[config.mk]
export PLATFORM = sky130hd
export DESIGN_NAME = mem_stage_v
export DESIGN_NICKNAME = d
export VERILOG_FILES = /design/src/rtl/mem_pkg_v.sv /design/src/rtl/load_ext_v.sv /design/src/rtl/mem_stage_v.sv
export SDC_FILE = /design/constraint.sdc
export NUM_CORES = 1
export LEC_CHECK = 0
export BUFFER_PORTS_ARGS = -buffer_cell sky130_fd_sc_hd__buf_2
export CAP_MARGIN = 20
export CORE_ASPECT_RATIO = 0.9
export CORE_MARGIN = 2
export CORE_UTILIZATION = 35
export CTS_CLUSTER_DIAMETER = 80
export DETAILED_ROUTE_END_ITERATION = 10
export SKIP_LAST_GASP = 1
export SLEW_MARGIN = 20
export SYNTH_ARGS = -nofsm -noshare
export SYNTH_HDL_FRONTEND = slang
export SYNTH_HIERARCHICAL = 1
export SYNTH_SLANG_ARGS = --single-unit
[constraint.sdc]
create_clock -name clk -period 8.9 [get_ports clk]
set_clock_uncertainty 0.15 [all_clocks]
set_input_delay 2.67 -clock clk [delete_from_list [all_inputs] [get_ports clk]]
set_output_delay 2.67 -clock clk [all_outputs]
set_load 0.03 [all_outputs]
[src/rtl/mem_pkg_v.sv]
// Shared constants for the memory-access stage: funct3 access codes and FSM encodings.
package mem_pkg_v;

  localparam logic [2:0] F3_B  = 3'b000;
  localparam logic [2:0] F3_H  = 3'b001;
  localparam logic [2:0] F3_W  = 3'b010;
  localparam logic [2:0] F3_BU = 3'b100;
  localparam logic [2:0] F3_HU = 3'b101;

  typedef enum logic [0:0] {
    IDLE    = 1'b0,
    WAIT_RD = 1'b1
  } mem_state_e;

endpackage

[src/rtl/load_ext_v.sv]
// Load formatter: selects the addressed byte/half from a load word and sign- or zero-extends it.
module load_ext_v
  import mem_pkg_v::*;
(
  input  logic [31:0] rdata,
  input  logic [1:0]  addr,
  input  logic [2:0]  funct3,
  output logic [31:0] ext
);

  logic [7:0]  byte_sel;
  logic [15:0] half_sel;

  always_comb begin
    byte_sel = rdata[7:0];
    case (addr)
      2'd0: byte_sel = rdata[7:0];
      2'd1: byte_sel = rdata[15:8];
      2'd2: byte_sel = rdata[23:16];
      2'd3: byte_sel = rdata[31:24];
      default: byte_sel = rdata[7:0];
    endcase
    half_sel = addr[1] ? rdata[31:16] : rdata[15:0];
  end

  always_comb begin
    ext = rdata;
    case (funct3)
      F3_B:    ext = {{24{byte_sel[7]}}, byte_sel};
      F3_BU:   ext = {24'h0, byte_sel};
      F3_H:    ext = {{16{half_sel[15]}}, half_sel};
      F3_HU:   ext = {16'h0, half_sel};
      default: ext = rdata;
    endcase
  end

endmodule

[src/rtl/mem_stage_v.sv]
// Pipeline memory stage: issues data-memory requests, formats store lanes and load results,
// and stalls the front of the pipe while a load is outstanding.
module mem_stage_v
  import mem_pkg_v::*;
#(
  parameter int ADDR_W = 32
) (
  input  logic              clk,
  input  logic              reset,
  input  logic              ex_isValid,
  input  logic [31:0]       ex_pc,
  input  logic [31:0]       ex_instr,
  input  logic [4:0]        ex_rd,
  input  logic              ex_mem_read,
  input  logic              ex_mem_write,
  input  logic              ex_reg_write,
  input  logic [2:0]        ex_funct3,
  input  logic [31:0]       ex_aluResult,
  input  logic [31:0]       ex_storeData,
  output logic              mem_isValid,
  output logic [31:0]       mem_pc,
  output logic [31:0]       mem_instr,
  output logic [4:0]        mem_rd,
  output logic              mem_mem_read,
  output logic              mem_mem_write,
  output logic              mem_reg_write,
  output logic [31:0]       mem_aluResult,
  output logic [31:0]       mem_memResult,
  output logic              mem_fault,
  output logic              stall,
  output logic              dmem_req,
  output logic              dmem_we,
  output logic [ADDR_W-1:0] dmem_addr,
  output logic [3:0]        dmem_be,
  output logic [31:0]       dmem_wdata,
  input  logic              dmem_gnt,
  input  logic              dmem_rvalid,
  input  logic [31:0]       dmem_rdata
);

  mem_state_e state, state_next;

  logic [31:0] cap_pc, cap_instr, cap_alu;
  logic [4:0]  cap_rd;
  logic        cap_mem_read, cap_mem_write, cap_reg_write;
  logic [2:0]  cap_funct3;
  logic [1:0]  cap_addr_lo;

  logic [1:0]  addr_lo;
  logic        is_mem, is_load, is_store;
  logic        f3_ok, align_ok, legal, fault, issue;
  logic [31:0] load_val;

  assign addr_lo  = ex_aluResult[1:0];
  assign is_mem   = ex_mem_read | ex_mem_write;
  assign is_load  = ex_mem_read & ~ex_mem_write;
  assign is_store = ex_mem_write & ~ex_mem_read;

  always_comb begin
    f3_ok = 1'b0;
    if (is_load)
      f3_ok = (ex_funct3 == F3_B) || (ex_funct3 == F3_H) || (ex_funct3 == F3_W) ||
              (ex_funct3 == F3_BU) || (ex_funct3 == F3_HU);
    else if (is_store)
      f3_ok = (ex_funct3 == F3_B) || (ex_funct3 == F3_H) || (ex_funct3 == F3_W);
    // Size comes from funct3[1:0] so LHU shares the halfword alignment rule with LH.
    case (ex_funct3[1:0])
      2'b01:   align_ok = ~addr_lo[0];
      2'b10:   align_ok = (addr_lo == 2'b00);
      default: align_ok = 1'b1;
    endcase
  end

  assign legal = f3_ok & align_ok;
  assign fault = ex_isValid & is_mem & ~legal;
  assign issue = ex_isValid & is_mem & legal;

  always_comb begin
    dmem_addr  = {ex_aluResult[ADDR_W-1:2], 2'b00};
    dmem_be    = 4'b1111;
    dmem_wdata = ex_storeData;
    if (is_store) begin
      case (ex_funct3)
        F3_B: begin
          dmem_be    = 4'b0001 << addr_lo;
          dmem_wdata = {4{ex_storeData[7:0]}};
        end
        F3_H: begin
          dmem_be    = 4'b0011 << addr_lo;
          dmem_wdata = {2{ex_storeData[15:0]}};
        end
        default: begin
          dmem_be    = 4'b1111;
          dmem_wdata = ex_storeData;
        end
      endcase
    end
  end

  load_ext_v u_load_ext (
    .rdata  (dmem_rdata),
    .addr   (cap_addr_lo),
    .funct3 (cap_funct3),
    .ext    (load_val)
  );

  always_comb begin
    state_next    = state;
    mem_isValid   = 1'b0;
    mem_pc        = ex_pc;
    mem_instr     = ex_instr;
    mem_rd        = ex_rd;
    mem_mem_read  = ex_mem_read;
    mem_mem_write = ex_mem_write;
    mem_reg_write = ex_reg_write;
    mem_aluResult = ex_aluResult;
    mem_memResult = 32'h0;
    mem_fault     = 1'b0;
    stall         = 1'b0;
    dmem_req      = 1'b0;
    dmem_we       = 1'b0;
    if (!reset) begin
      case (state)
        IDLE: begin
          if (ex_isValid && !is_mem) begin
            mem_isValid = 1'b1;
          end else if (fault) begin
            mem_isValid   = 1'b1;
            mem_fault     = 1'b1;
            mem_reg_write = 1'b0;
          end else if (issue) begin
            dmem_req = 1'b1;
            dmem_we  = is_store;
            if (!dmem_gnt) begin
              stall = 1'b1;
            end else if (is_store) begin
              mem_isValid = 1'b1;
            end else begin
              stall      = 1'b1;
              state_next = WAIT_RD;
            end
          end
        end
        WAIT_RD: begin
          mem_pc        = cap_pc;
          mem_instr     = cap_instr;
          mem_rd        = cap_rd;
          mem_mem_read  = cap_mem_read;
          mem_mem_write = cap_mem_write;
          mem_reg_write = cap_reg_write;
          mem_aluResult = cap_alu;
          if (dmem_rvalid) begin
            mem_isValid   = 1'b1;
            mem_memResult = load_val;
            state_next    = IDLE;
          end else begin
            stall = 1'b1;
          end
        end
        default: state_next = IDLE;
      endcase
    end
  end

  always_ff @(posedge clk) begin
    if (reset) begin
      state         <= IDLE;
      cap_pc        <= '0;
      cap_instr     <= '0;
      cap_alu       <= '0;
      cap_rd        <= '0;
      cap_mem_read  <= 1'b0;
      cap_mem_write <= 1'b0;
      cap_reg_write <= 1'b0;
      cap_funct3    <= '0;
      cap_addr_lo   <= '0;
    end else begin
      state <= state_next;
      if (state == IDLE && issue && is_load && dmem_gnt) begin
        cap_pc        <= ex_pc;
        cap_instr     <= ex_instr;
        cap_alu       <= ex_aluResult;
        cap_rd        <= ex_rd;
        cap_mem_read  <= ex_mem_read;
        cap_mem_write <= ex_mem_write;
        cap_reg_write <= ex_reg_write;
        cap_funct3    <= ex_funct3;
        cap_addr_lo   <= addr_lo;
      end
    end
  end

endmodule

Word level (Yosys, flattened, before mapping)
Cells that the tools add are included.
- equal/unequal tests: 12
- mux-type cells: 64
- shift-type cells: 2
- reduce and logical (&&, ||, !) cells: 13
- bitwise logic cells: 12
- operators by type and width (cell ; number):
    $mux W32 ; 10
    $pmux W32 S4 ; 1
    $pmux W32 S2 ; 1
    $mux W1 ; 41
    $pmux W8 S4 ; 1
    $mux W16 ; 1
    $eq A3 B3 Y1 const B ; 4
    $mux W5 ; 2
    $pmux W1 S2 ; 5
    $pmux W4 S2 ; 1
    $and A1 B1 Y1 ; 6
    $eq A2 B2 Y1 const B ; 3
    $eq A3 B1 Y1 const B ; 2
    $logic_not A3 Y1 ; 2
    $not A1 Y1 ; 5
    $eq A2 B1 Y1 const B ; 2
    $logic_and A1 B1 Y1 ; 4
    $logic_not A2 Y1 ; 2
    $logic_or A1 B1 Y1 ; 4
    $mux W4 ; 1
    $shl A1 B2 Y4 const A ; 1
    $shl A2 B2 Y4 const A ; 1
    $eq A3 B2 Y1 const B ; 1
    $logic_not A1 Y1 ; 1
    $or A1 B1 Y1 ; 1
- word-level logic and storage cells: 113
- register bits after elaboration: 110

Depth between registers and ports, before layout
- word-level depth: 13
- gate-level depth with buffers: 10
- mapped depth without buffers: 6

Cells and area by module
The synthesis kept the hierarchy.
- modules (own cells, without submodules) (module ; sequential area each (µm²) ; cells each ; times used ; area an instance (µm²)):
    mem_stage_v ; 2162.1 ; 989 ; 1 ; 7178.1
    load_ext_v ; 0.0 ; 111 ; 1 ; 668.1

Least setup slack after synthesis
OpenSTA, ideal clock, no wires.
- path kind: input-to-output
- start: input ex_funct3[1]
- end: output stall
- arrival: 4.520 ns
- slack: 1.560 ns
- cell stages on the path: 7
- required time: 6.080 ns
- path buffers: 1
- cells stage by stage: inv_1 > ha_1 > or2_1 > buf_4 > mux2i_1 > or3_1 > o32ai_1
- cells in the longest elaborated chain, start to end: 13
- elaborated cells on any way between the ends: 23
- ends and longest elaborated chain (item ; RTL line ; source):
    start, declared ; mem_stage_v.sv:17 ; input logic [2:0] ex_funct3,
    $eq A3 B1 Y1 / $logic_not A3 Y1 (equally long branches) ; mem_stage_v.sv:62, mem_stage_v.sv:65 ;
    $logic_or A1 B1 Y1 (2 in series) ; mem_stage_v.sv:62, mem_stage_v.sv:65 ;
    $logic_or A1 B1 Y1 ; mem_stage_v.sv:62 ; f3_ok = (ex_funct3 == F3_B) || (ex_funct3 == F3_H) || (ex_funct3 == F3_W) ||
    $logic_or A1 B1 Y1 ; mem_stage_v.sv:63 ; (ex_funct3 == F3_BU) || (ex_funct3 == F3_HU);
    $mux W1 ; mem_stage_v.sv:61 ; if (is_load)
    $and A1 B1 Y1 * ; mem_stage_v.sv:74 ; assign legal = f3_ok & align_ok;
    $and A1 B1 Y1 / $not A1 Y1 (equally long branches) ; mem_stage_v.sv:76, mem_stage_v.sv:75 ;
    $mux W1 / $and A1 B1 Y1 (equally long branches) ; mem_stage_v.sv:131, mem_stage_v.sv:75 ;
    $mux W1 * ; mem_stage_v.sv:127 ; end else if (fault) begin
    $mux W1 * ; mem_stage_v.sv:125 ; if (ex_isValid && !is_mem) begin
    $pmux W1 S2 * ; mem_stage_v.sv:123 ; case (state)
    $mux W1 * ; mem_stage_v.sv:122 ; if (!reset) begin
    end, declared ; mem_stage_v.sv:30 ; output logic stall,
Every way passes the cells marked *; elsewhere a longest branch is shown, timed or not.

Worst setup path in the final report
Ends and elaborated chain as after synthesis.

==> flow_metrics.env <==
export IMPL_status="complete, no violations"
export IMPL_finalSetupViolations=0
export IMPL_ff_latch_area_um2=2160
export IMPL_ctsHoldBuffers=0
export IMPL_cts_sinks=108
export IMPL_worst_pin_slew_ns=1.04
export IMPL_hp_class="reg -> reg"
export IMPL_fillers=2314
export IMPL_hpwl_um=16500
export IMPL_finalCriticalPeriod_ns=7.53
export IMPL_cts_made_buffers=9
export IMPL_pre_cts_slack_ns=1.38
export IMPL_slew_viol_final=0
export IMPL_fp_dieArea_um2=23600
export IMPL_netlist_area_leader_share=0.276
export IMPL_setup_ws_ns=1.37
export IMPL_htree_levels=3
export IMPL_cap_violations=0
export IMPL_final_cell_count_no_fill=1674
export IMPL_antenna_found_initial=1
export IMPL_grt_max_degree=149
export IMPL_start_util=0.360
export IMPL_yosysWarningCount=6
export IMPL_grt_ovfl_total=0
export IMPL_synth_top_flop_cell="dfxtp_1"
export IMPL_final_cell_area_um2=9820
export IMPL_crit_path_start_kind="input port"
export IMPL_setup_tns_ns=0
export IMPL_route_vias_total=7794
export IMPL_synth_seq_area_share=0.276
export IMPL_arrival_ns=4.71
export IMPL_postCtsSetupRepairBufs=0
export IMPL_drc=0
export IMPL_wire_per_inst_um=13.9
export IMPL_irDropWorstVdd_mv=0.0756
export IMPL_wl_um=23200
export IMPL_fmax_ghz=0.133
export IMPL_io_pins=385
export IMPL_layout_drive_gt1_share=0.300
export IMPL_fin_crit_sh=0.846
export IMPL_cp_end_kind="primary output"
export IMPL_vias_per_cell=4.66
export IMPL_grtUsageTotal=0.184
export IMPL_yosysUniqueCellTypes=41
export IMPL_place_inst=1657
export IMPL_grt_pass1_vias=7125
export IMPL_synth_edf_count=0
export IMPL_fp_dieH_um=146
export IMPL_finish_utilization=0.450
export IMPL_core_um2=21800
export IMPL_rsz0062_at_grt="no"
export IMPL_drt_iter0_markers=470
export IMPL_path_cells="buf_2, inv_1, ha_1, or2_1, mux2i_1, or3_1, o32ai_1, buf_2"
export IMPL_grt_pass1_wl_um=36100
export IMPL_synth_avg_cell_area_um2=7.13
export IMPL_gp_congestion=0.878
export IMPL_path_class="in -> out"
export IMPL_ys_async_sr_fraction=0
export IMPL_timing_slew_headroom=0.309
export IMPL_cp_common_cell="buf_2"
export IMPL_required_ns=6.08
export IMPL_cts_clk_slew_worst_paths_ns=0.07
export IMPL_path_max_fanout=9
export IMPL_layout_nets=1556
export IMPL_post_cts_resize_count=0
export IMPL_ant_nets=0
export IMPL_clkLatencyLatePin_ns=0.34
export IMPL_root_buffer="clkbuf_16"
export IMPL_multi_input_area_um2=4980
export IMPL_power_per_cell_area_nw_per_um2=121
export IMPL_netlist_top_cells_area="dfxtp_1, nand2b_1, nand2_1"
export IMPL_synth_area_um2=7850
export IMPL_first_pass_iters=5
export IMPL_area_delta_synth_final_pct=25.1
export IMPL_crit_slowest_cell="or3_1"
export IMPL_placed_cell_area_um2=9540
export IMPL_rows=51
export IMPL_hold_viol=0
export IMPL_p_leak_nw=4.88
export IMPL_synth_seq_cells=108
export IMPL_critPathMaxStageDelay_ns=0.47
export IMPL_port_buffers=382
export IMPL_syn_instance_count=1100
export IMPL_cts_tree="built"
export IMPL_cts_max_path_buffers=2
export IMPL_die_w_um=162
export IMPL_yosys_area_top_type="dfxtp_1"
==> cells by family after synthesis <==
| logic type | after synthesis | synth area share |
|---|---|---|
| AO/OA/AOI/OAI | 78 | 0.0765 |
| multiplexers | 108 | 0.139 |
| other | 1 | 0.000478 |
| flip-flops | 108 | 0.276 |
| adder cells (fa/ha/maj) | 3 | 0.00478 |
| buffers and inverters | 134 | 0.0933 |
| AND/OR/NAND/NOR | 668 | 0.410 |
==> routing by layer <==
layer,global-route usage,up-vias,routed length (um)
met5,0,-,0
met4,0.0460,0,375
met3,0.0438,26,1380
met2,0.303,226,10700
met1,0.243,3494,10700
li1,-,4048,-
==> path summary, 6_finish.rpt <==
| kind | slack (ns) | depth (start not counted) | endpoint | startpoint |
|---|---|---|---|---|
| worst min register to register | 0.32 | 2 | cap_pc[1] | cap_pc[1] |
| worst max register to register | 6.65 | 5 | cap_rd[1] | state |
| worst max-delay path | 1.37 | 8 | stall | ex_funct3[1] |
| worst min-delay path | 0.32 | 2 | cap_pc[1] | cap_pc[1] |
==> worst max-delay path, delay by kind of cell <==
family	cells	cell delay, ns
adders and majority gates	1	0.22
muxes	1	0.23
and+or+nand+nor	2	0.81
buffers and inverters	3	0.47
AOI/OAI and AO/OA	1	0.31
==> synth_stat cells (2+ instances only) <==
library cell,count
nor2_1,27
a31oi_1,2
and3_1,32
ha_1,3
a22o_1,8
o21ai_1,8
dfxtp_1,108
inv_1,8
mux2i_1,107
nor3_1,3
o32ai_1,2
nor2b_1,6
a221oi_1,10
buf_2,3
buf_4,48
a21o_1,17
clkbuf_1,64
or3_1,2
a21oi_1,3
buf_1,5
a221o_1,8
o21ai_0,7
a22oi_1,7
buf_6,6
nand3_1,8
nand2_1,361
nand2b_1,223
==> where the power goes <==
group / switching [mW] / internal (mW) / leakage [nW]
sequential: 0.00334 / 0.488 / 0.871
combinational: 0.196 / 0.111 / 3.88
clock: 0.198 / 0.194 / 0.131
total: 0.397 / 0.792 / 4.88
==> flip-flops by register name, indices dropped and copies added (netlist names) <==
register / flops
cap_alu: 32
cap_funct3: 3
cap_instr: 32
cap_mem_read: 1
cap_mem_write: 1
cap_pc: 32
cap_rd: 5
cap_reg_write: 1
state: 1
==> cell usage in the layout, fill, tap and decap left out, types with 3 or more instances in the layout <==
master	count
a21o_1	17
a21oi_1	3
a221o_1	8
a221oi_1	10
a22o_1	8
a22oi_1	7
and3_1	32
buf_2	381
buf_4	9
clkbuf_16	9
dfxtp_1	108
ha_1	3
inv_1	8
mux2i_1	107
nand2_1	361
nand2b_1	222
nand3_1	8
nor2_1	27
nor2b_1	5
o21ai_0	7
o21ai_1	8
==> final cells by class <==
type / instances / share of cell area
flip-flops and latches: 108 / 0.220
clock buffers: 10 / 0.0233
well taps: 291 / 0.0371
repair buffers: 391 / 0.203
multi-input cells: 859 / 0.508
clock inverters: 6 / 0.00497
diodes: 1 / 0.000255
inverters: 8 / 0.00306
==> metrics by stage <==
stage | hold WS (ns) | power, mW
after global routing | 0.339 | 1.25
after floorplan | 0.297 | 0.711
final | 0.324 | 1.19
after CTS | 0.327 | 1.21
after detailed placement | 0.313 | 0.810
after global placement | 0.308 | 0.809
Power figures use the tool's default switching activity.
